## config.mk

```make
export PLATFORM = sky130hd
export DESIGN_NAME = simon_sequencer
export DESIGN_NICKNAME = d
export VERILOG_FILES = /design/src/rtl/simon_pkg.sv /design/src/rtl/rise_detect.sv /design/src/rtl/simon_sequencer.sv
export SDC_FILE = /design/constraint.sdc
export NUM_CORES = 1
export LEC_CHECK = 0
export ABC_AREA = 0
export CORE_MARGIN = 2
export CORE_UTILIZATION = 45
export DETAILED_ROUTE_END_ITERATION = 12
export PLACE_DENSITY = 0.72
export SLEW_MARGIN = 20
export SYNTH_ARGS = -nofsm -noshare
export SYNTH_HDL_FRONTEND = slang
export SYNTH_SLANG_ARGS = --single-unit
```

## constraint.sdc

```tcl
create_clock -name clk -period 4.8 [get_ports clk]
set_clock_uncertainty 0.2 [all_clocks]
set_input_delay 0.96 -clock clk [delete_from_list [all_inputs] [get_ports clk]]
set_output_delay 0.96 -clock clk [all_outputs]
set_load 0.03 [all_outputs]
```

## src/rtl/simon_pkg.sv

```systemverilog
// rtl/simon_pkg.sv - shared state encoding and speed constants for the Simon sequencer
package simon_pkg;

    typedef enum logic [3:0] {
        ST_IDLE,
        ST_SEED,
        ST_ADD,
        ST_SPEED,
        ST_SHOW_ON,
        ST_SHOW_OFF,
        ST_PLAYER,
        ST_CHECK,
        ST_WIN,
        ST_LOSE
    } state_e;

    localparam logic [2:0] SPEED_0   = 3'd0;
    localparam logic [2:0] SPEED_1   = 3'd1;
    localparam logic [2:0] SPEED_2   = 3'd2;
    localparam logic [2:0] SPEED_3   = 3'd3;
    localparam logic [2:0] SPEED_4   = 3'd4;
    localparam logic [2:0] SPEED_MAX = SPEED_4;

    // done_rounds is the length before the round being added, i.e. (new_round - 1).
    function automatic logic [2:0] speed_code(input logic [5:0] done_rounds, input int rps);
        int step;
        step = int'(done_rounds) / rps;
        if (step >= int'(SPEED_MAX)) begin
            return SPEED_MAX;
        end
        return step[2:0];
    endfunction

endpackage

```

## src/rtl/rise_detect.sv

```systemverilog
// rtl/rise_detect.sv - rising-edge detector for raw button levels
module rise_detect (
    input  logic clk,
    input  logic reset,
    input  logic in_i,
    output logic edge_o
);

    logic prev_q;
    logic armed_q;

    // armed_q masks the first cycle after reset so a level held through reset is not an edge.
    always_ff @(posedge clk) begin
        if (reset) begin
            prev_q  <= 1'b0;
            armed_q <= 1'b0;
        end else begin
            prev_q  <= in_i;
            armed_q <= 1'b1;
        end
    end

    assign edge_o = in_i & ~prev_q & armed_q;

endmodule

```

## src/rtl/simon_sequencer.sv

```systemverilog
// rtl/simon_sequencer.sv - Moore game sequencer driving the Simon colour datapath
import simon_pkg::*;

module simon_sequencer #(
    parameter int MAX_ROUND        = 32,
    parameter int ROUNDS_PER_SPEED = 4
) (
    input  logic       clk,
    input  logic       reset,
    input  logic       go,
    input  logic       submit,
    input  logic       result,
    input  logic       empty,
    input  logic       pulse,
    output logic       start,
    output logic       rst_seedgen,
    output logic       load_colour,
    output logic       load_speed,
    output logic       flash_colour,
    output logic       player_turn,
    output logic [2:0] speed,
    output logic [4:0] check_round,
    output logic [5:0] round,
    output logic       win,
    output logic       lose
);

    localparam logic [5:0] MAX_ROUND_W = 6'(MAX_ROUND);

    state_e     state_q, state_d;
    logic [5:0] round_q, round_d;
    logic [4:0] check_q, check_d;
    logic [2:0] speed_q, speed_d;
    logic       seed_q, seed_d;
    logic       go_edge;
    logic       submit_edge;
    logic       last_index;

    rise_detect u_go_edge (
        .clk   (clk),
        .reset (reset),
        .in_i  (go),
        .edge_o(go_edge)
    );

    rise_detect u_submit_edge (
        .clk   (clk),
        .reset (reset),
        .in_i  (submit),
        .edge_o(submit_edge)
    );

    assign last_index = ({1'b0, check_q} == (round_q - 6'd1));

    always_comb begin
        state_d = state_q;
        round_d = round_q;
        check_d = check_q;
        speed_d = speed_q;
        seed_d  = 1'b0;
        case (state_q)
            ST_IDLE: begin
                if (go_edge) state_d = ST_SEED;
            end
            ST_SEED: state_d = ST_ADD;
            ST_ADD: begin
                // Speed is latched here so it is already valid while load_speed is high.
                round_d = round_q + 6'd1;
                speed_d = speed_code(round_q, ROUNDS_PER_SPEED);
                state_d = ST_SPEED;
            end
            ST_SPEED: begin
                check_d = '0;
                state_d = ST_SHOW_ON;
            end
            ST_SHOW_ON: begin
                if (pulse) state_d = ST_SHOW_OFF;
            end
            ST_SHOW_OFF: begin
                if (pulse) begin
                    if (last_index) begin
                        check_d = '0;
                        state_d = ST_PLAYER;
                    end else begin
                        check_d = check_q + 5'd1;
                        state_d = ST_SHOW_ON;
                    end
                end
            end
            ST_PLAYER: begin
                if (submit_edge) state_d = ST_CHECK;
            end
            ST_CHECK: begin
                if (empty || !result) begin
                    state_d = ST_LOSE;
                end else if (!last_index) begin
                    check_d = check_q + 5'd1;
                    state_d = ST_PLAYER;
                end else if (round_q == MAX_ROUND_W) begin
                    state_d = ST_WIN;
                end else begin
                    state_d = ST_ADD;
                end
            end
            ST_WIN, ST_LOSE: begin
                if (go_edge) begin
                    state_d = ST_IDLE;
                    round_d = '0;
                    check_d = '0;
                    speed_d = SPEED_0;
                    seed_d  = 1'b1;
                end
            end
            default: state_d = ST_IDLE;
        endcase
    end

    always_ff @(posedge clk) begin
        if (reset) begin
            state_q <= ST_IDLE;
            round_q <= '0;
            check_q <= '0;
            speed_q <= SPEED_0;
            seed_q  <= 1'b0;
        end else begin
            state_q <= state_d;
            round_q <= round_d;
            check_q <= check_d;
            speed_q <= speed_d;
            seed_q  <= seed_d;
        end
    end

    assign start        = (state_q == ST_SEED);
    assign rst_seedgen  = seed_q;
    assign load_colour  = (state_q == ST_ADD);
    assign load_speed   = (state_q == ST_SPEED);
    assign flash_colour = (state_q == ST_SHOW_ON);
    assign player_turn  = (state_q == ST_PLAYER);
    assign win          = (state_q == ST_WIN);
    assign lose         = (state_q == ST_LOSE);
    assign speed        = speed_q;
    assign check_round  = check_q;
    assign round        = round_q;

endmodule

```

* Word-level counts from Yosys, hierarchy flattened
Index checks and enable logic that the tools add are counted.
** Word-level totals
- Output and inout bits :: 22
- ROM bits :: 0
- Latch bits :: 0
- Logic and storage cells :: 73
- Memories :: 0
- Bits in writable memories :: 0
- Bits in registers :: 22
** Cells by class
- Bitwise gates (word level) :: 7
- Multipliers :: 0
- Div/mod/pow operators :: 0
- Muxes and demuxes :: 26
- Equal/unequal tests :: 18
- $add $sub $neg :: 3
- $lt $le $gt $ge :: 1
- Shift operators :: 0
- Reductions and logical operators :: 10
** Operators with widths (number)
- one-hot mux 4 bit (9 select lines) :: 1
- 2-to-1 mux 4 bit :: 8
- 2-to-1 mux 5 bit :: 5
- one-hot mux 5 bit (4 select lines) :: 1
- == test 4 x 3 -> 1 bit, second input constant :: 4
- inequality test 2 bit, second input constant :: 6
- one-hot mux 6 bit (2 select lines) :: 1
- AND reduction 5 bit :: 2
- 2-to-1 mux 3 bit :: 3
- == test 4 x 2 -> 1 bit, second input constant :: 2
- == test 4 bit, second input constant :: 2
- adder 6 x 1 -> 6 bit, second input constant :: 1
- == test 5 x 6 -> 1 bit :: 1
- == test 6 bit, second input constant :: 1
- 2-to-1 mux 6 bit :: 1
- one-hot mux 3 bit (2 select lines) :: 1
- subtractor 6 x 1 -> 6 bit, second input constant :: 1
- adder 5 x 1 -> 5 bit, second input constant :: 1
- AND 1 bit :: 4
- == test 4 x 1 -> 1 bit, second input constant :: 1
- >= comparator 4 x 3 -> 1 bit, second input constant :: 1
- zero test 4 bit :: 1
- 2-to-1 mux 1 bit :: 4
- nonzero test 4 bit :: 1
- 8 further kinds :: 11

* Depth between registers and ports, before layout
- Depth after elaboration :: 5
- Mapped depth :: 8
- Depth with buffers taken out :: 8

* Hierarchy
A second synthesis with hierarchy kept.
** Unflattened totals
- Cell total of the unflattened synthesis :: 153
- Area, all modules :: 1272.5 sq um
** Modules (own cells, without submodules)
- simon_sequencer :: area an instance 1154.9 sq um, sequential area each 380.4 sq um, cells each 143, times used 1
- rise_detect :: area an instance 58.8 sq um, sequential area each 40.0 sq um, cells each 5, times used 2

* Worst setup path before layout
No wires, ideal clock.
- Kind :: register to output
- Start point :: register state_q[0]
- End point :: output port lose
- Buffers on the path :: 1
- Stages on the path, launching flop included :: 4
- Data arrival time :: 1.503 ns
- Setup slack :: 2.137 ns
- Cells stage by stage :: dfxtp_1 -> clkbuf_1 -> nand2b_1 -> nor3b_1
** Between the ends
- Longest elaborated chain between the ends :: 1
** RTL lines
- from (decl) :: RTL line simon_sequencer.sv:30 : state_e state_q, state_d;
- from (signal assigned) :: RTL line simon_sequencer.sv:126 : state_q <= state_d;
- == test 4 bit :: RTL line simon_sequencer.sv:141 : assign lose = (state_q == ST_LOSE);
- to (decl) :: RTL line simon_sequencer.sv:25 : output logic lose
Every way passes these cells.

* Worst setup path after layout
- Start point :: register state_q[1]
- End point :: output port load_colour
** Between the ends
- Longest elaborated chain between the ends :: 1
** RTL lines
- == test 4 x 2 -> 1 bit :: RTL line simon_sequencer.sv:136 : assign load_colour = (state_q == ST_ADD);
- to (decl) :: RTL line simon_sequencer.sv:17 : output logic load_colour,
Every way passes these cells.

==> results.txt <==
The count of pins on the block boundary was 29; the die extent in x was 58.4 microns. The tools report the total clock sinks as 22. Path type of the worst min-delay path: flip-flop to flip-flop. The flip-flop and latch area is 440 sq um, and the number of DRC violations after detailed routing is 0. For the required time of the worst setup path, the log shows 3640 ps. The multi-input combinational cells in the finished layout cover a total of 820 sq um.

Summing all placed instances gives a cell area of 1600 sq um. The post-CTS repair timing setup buffer count came out at 0. The number of gates resized after CTS was 0. By area the synthesized netlist is led by dfxtp_1 (33%), a21oi_1 (4.5%), nor2_1 (4.5%). The share of post-route cells with drive strength above 1 was 5.85%. In the synthesized netlist the async set-or-reset flop fraction comes to 0%. At the worst endpoint, the arrival time is 2510 ps. The worst slew margin relative to its limit was 57.4%; the static power due to leakage was 0.602 nW. The internal reg-to-reg setup slack was 2250 ps. The tools report the clock latency on the worst-skew pair as 310 ps. The count of endpoints failing setup in the final report was 0.

The area share of the leading cell type in the synthesized netlist is 33.1%. The run finished with clean final reports. Across the run, the number of max-cap violations was 0. After the last flow step, the layout net total stands at 199.

The number of filler cells placed in the layout is 274. The worst hold path terminates at speed[0]$_SDFFE_PP0P_. The worst register-to-register path ends at check_round[3]$_SDFFE_PP0P_. In this run the worst path has a maximum fanout of 16.

The slowest cell on the critical path was clkdlybuf4s50_1. Total of warnings raised by yosys: 0. Once the floorplan was initialized, standard cells occupied 47.9% of the core. After clock tree synthesis, the clock-pin slew on the worst setup and hold paths is 130 ps. For the post-route core utilization, the log shows 58.9%.

For the floorplan row count, the log shows 19. In this design, the stage delay of the slowest critical-path cell is 690 ps. The shortest period the worst path allows is 3670 ps, and the mean cell area of the mapped netlist is 8.08 sq um. For the via count, the log shows 1272. The cell area power density is 226 nW/um^2.

TritonCTS built the clock tree. Clock tree synthesis inserted a total of 3 buffers. Summing the sequential cell areas from Yosys gives 33.1% of the chip area.

For the area of all placed cells without fillers, the log shows 1640 sq um. Setup repair after global routing left no endpoint under its margin. For the final routed database, the setup TNS stands at 0 ps.

Dividing the detail-routed via count by the number of cells gives 5.81. The number of buffers and inverters on the critical path is 2, and the full die area is 3410 sq um. 0 antenna diodes ended up in the layout. The number of nets handed over by synthesis was 175. The critical path starts at state_q[1]$_SDFFE_PP0P_. The first-pass iteration count of the detailed router is 4. In this run, distinct cell masters in the synthesized netlist total 50. The worst setup path is of the flip-flop to output port kind. Summed over all nets, the half-perimeter wirelength after detailed placement is 2.31 mm. Fmax: 0.272 GHz. At the end of routability-driven placement, the weighted congestion stood at 0.808. The run gives 0 as the final count of hold timing violations. The logs give 0 for the residual overflow from global routing and 2 for the deepest clock path buffer count. The pin count of the biggest net entering global routing is 19. The tools report the kind of end point of the critical path as an output port. In the final routed layout, each cell accounts on average for 14.4 microns. The first global-routing pass estimated 5.14 mm of wire.

After clock tree synthesis, the flow added hold-fix buffers numbering 0. The mapped netlist covers 1330 sq um. The synthesized design contains 0 enable-type register cells.

The initial antenna violation count was 0; the total routing resource utilization after global routing was 19.3%. The startpoint type of the worst setup path is a flip-flop. By count the netlist is led by dfxtp_1 (22), nor2_1 (16), nand2_1 (15).

Traced cell by cell, the critical path runs through nand2b_1, or3_1, inv_1, clkdlybuf4s50_1. Across the VDD grid, the largest voltage drop is 0.000246 V. For this run, the leading register cell type out of synthesis is dfxtp_1. The cell with the most instances after synthesis was dfxtp_1. Clock root buffer: clkbuf_4. The number of register bits inferred by synthesis was 22. The maximum level of the CTS H-tree is 1. The transition time of the tightest slew-check pin came out at 637 ps. The dominant cell type by area after synthesis is dfxtp_1. From synthesis to final layout, the design area changed by 22.9%. The floorplan step set the die height to 58.4 microns. In the synthesized netlist, the number of instances is 165. The max-slew violation count came out at 0. The startpoint identified for the worst hold timing path is speed[0]$_SDFFE_PP0P_. The violation count after the first detailed-routing iteration is 55. The count of buffers added on input and output ports is 28. Counting instances, the worst hold path has a depth of 2. The worst register-to-register path has a depth of 8. Grouping stages by cell kind, the critical path spends the most delay in buffers and inverters. The via count of the first global-routing pass was 1148. The tools report the core outline area as 2780 sq um. The worst register-to-register path begins at round[0]$_SDFFE_PP0P_. The overall routed net length came out at 3.15 mm.

Part of the cycle the worst path needs: 76.5%. The run gives 0 as the number of antenna-violating nets in the routed design.
==> cells in the final DEF, fill, tap and decap left out, drive strengths merged, types with 3 or more instances in the layout <==
cell and n:
nand2b 4, nand4 4, nor2 17, nor3 10, inv 6, ha 3, xnor2 4, clkbuf 4
dfxtp 22, xor2 5, nor2b 4, clkdlybuf4s50 28, nand2 15, o21ai 5, or3 6, nand3 5
a21oi 12
==> through the flow <==
step	power [W]	hold slack, ps	std cells	setup slack (ps)
2_1_floorplan	0.000249	383	165	2140
3_3_place_gp	0.000267	299	215	1630
3_5_place_dp	0.000270	305	215	1520
4_1_cts	0.000372	335	219	1150
5_1_grt	0.000388	364	219	967
6_report	0.000371	325	219	1130
==> final cells by class <==
| cell class | count | share of cell area, % |
|---|---|---|
| Multi-Input combinational cell | 128 | 50.0 |
| Sequential cell | 22 | 26.9 |
| Timing Repair Buffer | 28 | 17.1 |
| Tap cell | 31 | 2.37 |
| Clock buffer | 4 | 2.22 |
| Inverter | 6 | 1.38 |
==> worst min-delay path, stage by stage, from the launching register on <==
cell and delay (ps):
dfxtp_1 350, a22oi_1 80, nor2_1 80
==> flip-flops by register name (all words and copies together), names as in the netlist <==
signal,flops
check_round,5
speed,3
u_go_edge.prev_q,1
round,6
u_submit_edge.prev_q,1
u_submit_edge.armed_q,1
rst_seedgen,1
state_q,4
==> worst max path at each step <==
stage / depth (start not counted) / end
floorplan: 3 / lose
global placement: 4 / load_colour
detailed placement: 4 / load_colour
CTS: 4 / load_colour
global route: 4 / load_colour
finish: 4 / load_colour
==> routing by layer <==
metal	wire length, microns	track usage, %	part of all wire (%)
met1	1450	26.1	46
met2	1470	31.3	47
met3	186	5.05	5.9
met4	38	3.99	1.2
met5	0	0	0
==> cells by family after synthesis <==
logic type               share of synthesized area, %
buffers and inverters                            5.45
multiplexers                                    0.751
XOR/XNOR                                         7.61
flip-flops                                       33.1
AO/OA/AOI/OAI                                    16.5
adder cells (fa/ha/maj)                          2.82
AND/OR/NAND/NOR                                  33.8
==> where the power goes <==
| part | total, W | leakage [nW] | switching [W] | internal, W |
|---|---|---|---|---|
| clock network | 0.000105 | 0.0210 | 0.0000585 | 0.0000463 |
| registers | 0.000199 | 0.178 | 0.0000115 | 0.000188 |
| logic | 0.0000666 | 0.403 | 0.0000359 | 0.0000306 |
Power figures use the tool's default switching activity.
